[src/rtl/bistable_bank.sv]
// Bank of pulse-gated bistables: per-bit set/clear/complement driven by gated
// rising edges on shared pulse lines, with level direct clear/preset overrides.
module bistable_bank #(
  parameter int unsigned      WIDTH       = 12,
  parameter int unsigned      CHANNELS    = 2,
  parameter logic [WIDTH-1:0] RESET_VALUE = '1
) (
  input  logic                        clk,
  input  logic                        reset,
  input  logic [CHANNELS-1:0]         pulse_clr,
  input  logic [CHANNELS*WIDTH-1:0]   gate_clr,
  input  logic [CHANNELS-1:0]         pulse_set,
  input  logic [CHANNELS*WIDTH-1:0]   gate_set,
  input  logic                        pulse_comp,
  input  logic [WIDTH-1:0]            gate_comp,
  input  logic                        dc_clear,
  input  logic                        dc_preset,
  output logic [WIDTH-1:0]            b,
  output logic [WIDTH-1:0]            p,
  output logic [WIDTH-1:0]            changed
);

  logic [CHANNELS-1:0] pulse_clr_q;
  logic [CHANNELS-1:0] pulse_set_q;
  logic                pulse_comp_q;
  logic [WIDTH-1:0]    b_q, b_d;
  logic [WIDTH-1:0]    p_q;
  logic [WIDTH-1:0]    changed_q, changed_d;

  logic [CHANNELS-1:0] clr_edge;
  logic [CHANNELS-1:0] set_edge;
  logic                comp_edge;
  logic [WIDTH-1:0]    set_req;
  logic [WIDTH-1:0]    clr_req;
  logic [WIDTH-1:0]    toggle;

  // Edge detect, request merge across channels, and per-bit resolution.
  always_comb begin
    clr_edge  = pulse_clr & ~pulse_clr_q;
    set_edge  = pulse_set & ~pulse_set_q;
    comp_edge = pulse_comp & ~pulse_comp_q;
    set_req   = '0;
    clr_req   = '0;
    for (int unsigned c = 0; c < CHANNELS; c++) begin
      set_req = set_req | ({WIDTH{set_edge[c]}} & gate_set[c*WIDTH +: WIDTH]);
      clr_req = clr_req | ({WIDTH{clr_edge[c]}} & gate_clr[c*WIDTH +: WIDTH]);
    end
    // Simultaneous set and clear on a bit behaves like a complement.
    toggle = ({WIDTH{comp_edge}} & gate_comp) | (set_req & clr_req);
    b_d    = (toggle & ~b_q) | (~toggle & set_req) | (~toggle & ~set_req & ~clr_req & b_q);
    if (dc_clear) begin
      b_d = '0;
    end else if (dc_preset) begin
      b_d = '1;
    end
    changed_d = b_d ^ b_q;
  end

  // Previous-value registers track the lines even in reset so a held line gives no edge.
  always_ff @(posedge clk) begin
    pulse_clr_q  <= pulse_clr;
    pulse_set_q  <= pulse_set;
    pulse_comp_q <= pulse_comp;
    if (reset) begin
      b_q       <= RESET_VALUE;
      p_q       <= ~RESET_VALUE;
      changed_q <= '0;
    end else begin
      b_q       <= b_d;
      p_q       <= ~b_d;
      changed_q <= changed_d;
    end
  end

  assign b       = b_q;
  assign p       = p_q;
  assign changed = changed_q;

endmodule

[config.mk]
export PLATFORM = sky130hd
export DESIGN_NAME = bistable_bank
export DESIGN_NICKNAME = d
export VERILOG_FILES = /design/src/rtl/bistable_bank.sv
export SDC_FILE = /design/constraint.sdc
export NUM_CORES = 1
export LEC_CHECK = 0
export BUFFER_PORTS_ARGS = -buffer_cell sky130_fd_sc_hd__buf_2
export CORE_MARGIN = 4
export CORE_UTILIZATION = 30
export CTS_CLUSTER_SIZE = 8
export DETAILED_ROUTE_END_ITERATION = 8
export MAX_ROUTING_LAYER = met4
export PLACE_DENSITY = 0.55
export REMOVE_ABC_BUFFERS = 1
export SLEW_MARGIN = 0
export SYNTH_ARGS = -nofsm -noshare
export SYNTH_HDL_FRONTEND = slang
export SYNTH_SLANG_ARGS = --single-unit
[constraint.sdc]
create_clock -name clk -period 1.4 [get_ports clk]
set_input_delay 0.07 -clock clk [delete_from_list [all_inputs] [get_ports clk]]
set_output_delay 0.07 -clock clk [all_outputs]
set_load 0.05 [all_outputs]
==> results.md <==
- The routed layout has 2358 vias.
- The power per cell area is 1020 nW/µm².
- The largest individual stage delay along the critical path comes from the cell dfxtp_2.
- Using the TritonRoute via totals, the vias-per-cell ratio works out to 5.52.
- The share of the synthesized area in the top cell type is 0.371.
- The synthesized-area fraction occupied by xor and xnor cells is 0.
- The die is 93.9 µm tall.
- Of all cell types, the one taking the most synthesized area is dfxtp_1.
- The start point of the critical path is pulse_comp_q.
- The final-report hold violation count came to 0.
- After clock tree synthesis, the clock-pin slew on the worst setup and hold paths is 0.08 ns.
- The routed wire length is 7400 µm.
- For this run, the slowest stage of the critical path takes 0.34 ns.
- In this run the core area contains 31 standard-cell rows.
- In the layout the commonest cells are buf_2 (104), dfxtp_1 (38), nor2b_1 (24), o311a_1 (24), buf_4 (21).
- The mean post-synth cell area is 10.4 µm².
- The share of synthesized area spent on multiplexers is 0.
- The area of the multi-input gates is 1330 µm².
- The HPWL after detailed placement is 5550 µm.
- In the finished design, the share of the clock period the worst path needs comes to 1.04.
- The arithmetic-cell share of the synthesized area counting full adders, half adders and majority gates is 0.
- Together, buffers and inverters on the worst path number 2.
- The required time reported for the critical path endpoint is 1.58 ns.
- Measured along the x axis, the die boundary spans 93.9 µm.
- In the routed design, unresolved DRC markers number 0.
- The most common cell after layout, fill and taps aside is buf_2.
- Of the total power, registers draw 0.414.
- Counting the buffers created by CTS gives 5.
- The cell repeated most along the worst path is buf_6.
- The clock network fraction of total power is 0.253.
- The first-pass GRT wire length is 11400 µm.
- In the final routed layout, each cell accounts on average for 17.3 µm.
- The sequential cells in the finished layout cover a total of 825 µm².
- Summed over all nets, the switching power comes to 1140 µW.
- The count of clock tree sinks is 41.
- The number of global-route vias before repair is 2294.
- The area inside the core boundary is 7210 µm².
- The critical path is of the reg2reg type.
- The clock latency of the later-clocked register in the worst-skew pair is 0.29 ns.
- The net count reported at finish is 397.
- The cell area after synthesis is 2210 µm².
- The initial utilization of the core area, before any placement, comes to 0.307.
- The initial detailed-routing violation count is 65.
- Routability-driven placement finished with a final weighted congestion of 0.804.
- The achievable clock frequency is 689 MHz.
- The combinational share of power is 0.333.
- The number of port buffers is 104.
- The worst path arrival time is 1.63 ns.
- The relative slew slack is 0.658.
- The repair_antennas step left the layout with diodes totalling 0.
- The placed cell count is 418.
- Across every metal layer, demand over resource in global routing totals 0.170.
- The die area is 8820 µm².
- In this run the worst hold path is classified as in2reg.
- Of the cells placed in the final design, the portion with a size suffix greater than 1 is 0.500.
- In this run the number of H-tree levels came out at 2.
- In the post-synthesis netlist, the biggest area contributors are dfxtp_1 (37%), o311a_1 (11%), nor2b_1 (7.3%), a221o_1 (5.4%), nand3b_1 (4.7%).
- Walking the worst path, the cells encountered are buf_6 > and3b_2 > buf_6 > a221o_1 > o311a_1.
- The worst setup path is captured at a flip-flop.
- The fraction of the mapped netlist area in compound gates was 0.302.
- Of all nets on the critical path, the largest fanout is 7.
- The top-level I/O count is 105.
- The transition at the pin with the smallest max-transition slack is 0.513 ns.
- The clock period minus worst slack is 1.45 ns.
- After layout, the worst setup slack is -0.0505 ns.
- Between clock sinks in the finished design, the worst skew comes to 0.00771 ns.
- The worst min-delay path startpoint is pulse_comp.
- Once detail routing completed, the nets flagged for antenna violations numbered 0.
- STA classifies the critical path startpoint as a flip-flop.
- The max-cap violation count is 0.
- The run finished, with violations left.
- The number of antenna violations at the first check in global routing is 0.
- The count of TritonRoute iterations in the first routing pass is 4.
- The static leakage is 0.00140 µW.
- After synthesis, the largest family of logic cells by area is compound AO/OA/AOI/OAI gates.
- Setup repair after global routing could not meet its margin everywhere.
- Internal power comes to 2060 µW.
- The clock tree from TritonCTS is built.
- The fill cell instance count of the final layout is 766.
- The area growth from synthesis to layout is 41.7%.
- Synthesis produced a netlist whose cell count is 212.
- The checks that failed: setup timing.
- VDD sags by at most 0.462 mV.
- The maximum clock path buffer count is 2.
- The post-synthesis register bit count is 41.
- The tree is rooted in a clkbuf_8.
- The pin count of the biggest net entering global routing is 26.
- The start of the worst register-to-register path is pulse_comp_q.
- Among cell families on the critical path, the largest total delay comes from compound AO/OA/AOI/OAI gates.
- The total congestion overflow is 0.
- At the placement stage, the worst setup path has a slack of -0.0867 ns.
- The number of unique standard cell types used by synthesis is 20.
- For this run, the share of the core covered by cells in the final layout is 0.435.
- Of the total synthesized cell area, the portion taken by AND, OR, NAND and NOR gates is 0.269.
- The number of failing setup endpoints in the final timing report is 10.
- Across all hold checks on the routed design, the worst slack comes to 0.0423 ns.
- Of the total power, the share spent switching nets is 0.357.
- Of the synthesized area, sequential elements account for 0.371.
- Overall power consumption after layout is estimated at 3200 µW.
- The max-slew violation count is 0.
- The count of cells in the finished layout, fillers not included, comes to 427.
- During synthesis, Yosys emitted a total of 0 warnings.
cells in the mapped netlist (all sizes together):
| cell | number |
|---|---|
| a211oi | 12 |
| a21oi | 1 |
| a221o | 12 |
| a221oi | 12 |
| and3b | 22 |
| buf | 16 |
| clkbuf | 7 |
| dfxtp | 41 |
| inv | 1 |
| nand3b | 14 |
| nand4b | 7 |
| nor2b | 26 |
| o311a | 24 |
| o311ai | 12 |
| or4b | 5 |
power groups by stage:
stage / registers [µW] / logic (µW) / clock network, µW
3_5_place_dp: 1350 / 1030 / 0
2_1_floorplan: 1700 / 287 / 0
5_1_grt: 1340 / 1140 / 870
6_report: 1330 / 1070 / 811
3_3_place_gp: 1350 / 1030 / 0
4_1_cts: 1330 / 1050 / 839
stage by stage:
stage	cell area, µm²	setup TNS [ns]
floorplan	2090	-10.34
global placement	2960	-0.475
detailed placement	2960	-0.698
CTS	3100	-0.120
global route	3140	-0.915
finish	3140	-0.184
sequential cells by signal (all words and copies together) (netlist names):
register      count
b                12
changed          12
p                12
pulse_clr_q       2
pulse_set_q       2
pulse_comp_q      1
worst reg2reg max path, cell delays in order, from the launching register on:
cell and delay (ns):
dfxtp_2 0.34, buf_6 0.11, and3b_2 0.22, buf_6 0.11
a221o_1 0.26, o311a_1 0.30
kinds of logic (layout without fill, tap and decap cells):
kind of cell	Yosys count	count (layout)
buffers and inverters	24	140
and+or+nand+nor	74	74
DFF	41	41
AOI/OAI and AO/OA	73	73
routing by layer:
layer | global-route usage | vias up | routed length, µm
li1 | - | 1111 | -
met1 | 0.206 | 1144 | 3230
met2 | 0.287 | 95 | 3740
met3 | 0.0329 | 8 | 339
met4 | 0.0517 | 0 | 87
met5 | - | - | 0
final timing paths:
path	end	cells past startpoint	slack, ns
max	changed[1]	5	-0.05
min	pulse_comp_q	1	0.04
max reg2reg	changed[1]	5	-0.05
min reg2reg	b[9]	1	0.58
layout make-up:
type | count | area share
Multi-Input combinational cell | 147 | 0.423
Clock buffer | 7 | 0.0275
Inverter | 1 | 0.00120
Tap cell | 99 | 0.0395
Timing Repair Buffer | 132 | 0.246
Sequential cell | 41 | 0.263
what timing repair did:
| item | in CTS | in global routing |
|---|---|---|
| pin swaps | 4 | 0 |
| hold endpoints to repair | 2 | 0 |
| hold buffers | 2 | 0 |
| resized for setup | 12 | 7 |
| endpoints found under the setup margin | 16 | 20 |
| setup buffers | 0 | 0 |
No activity file was read; power rests on OpenSTA's default activity.
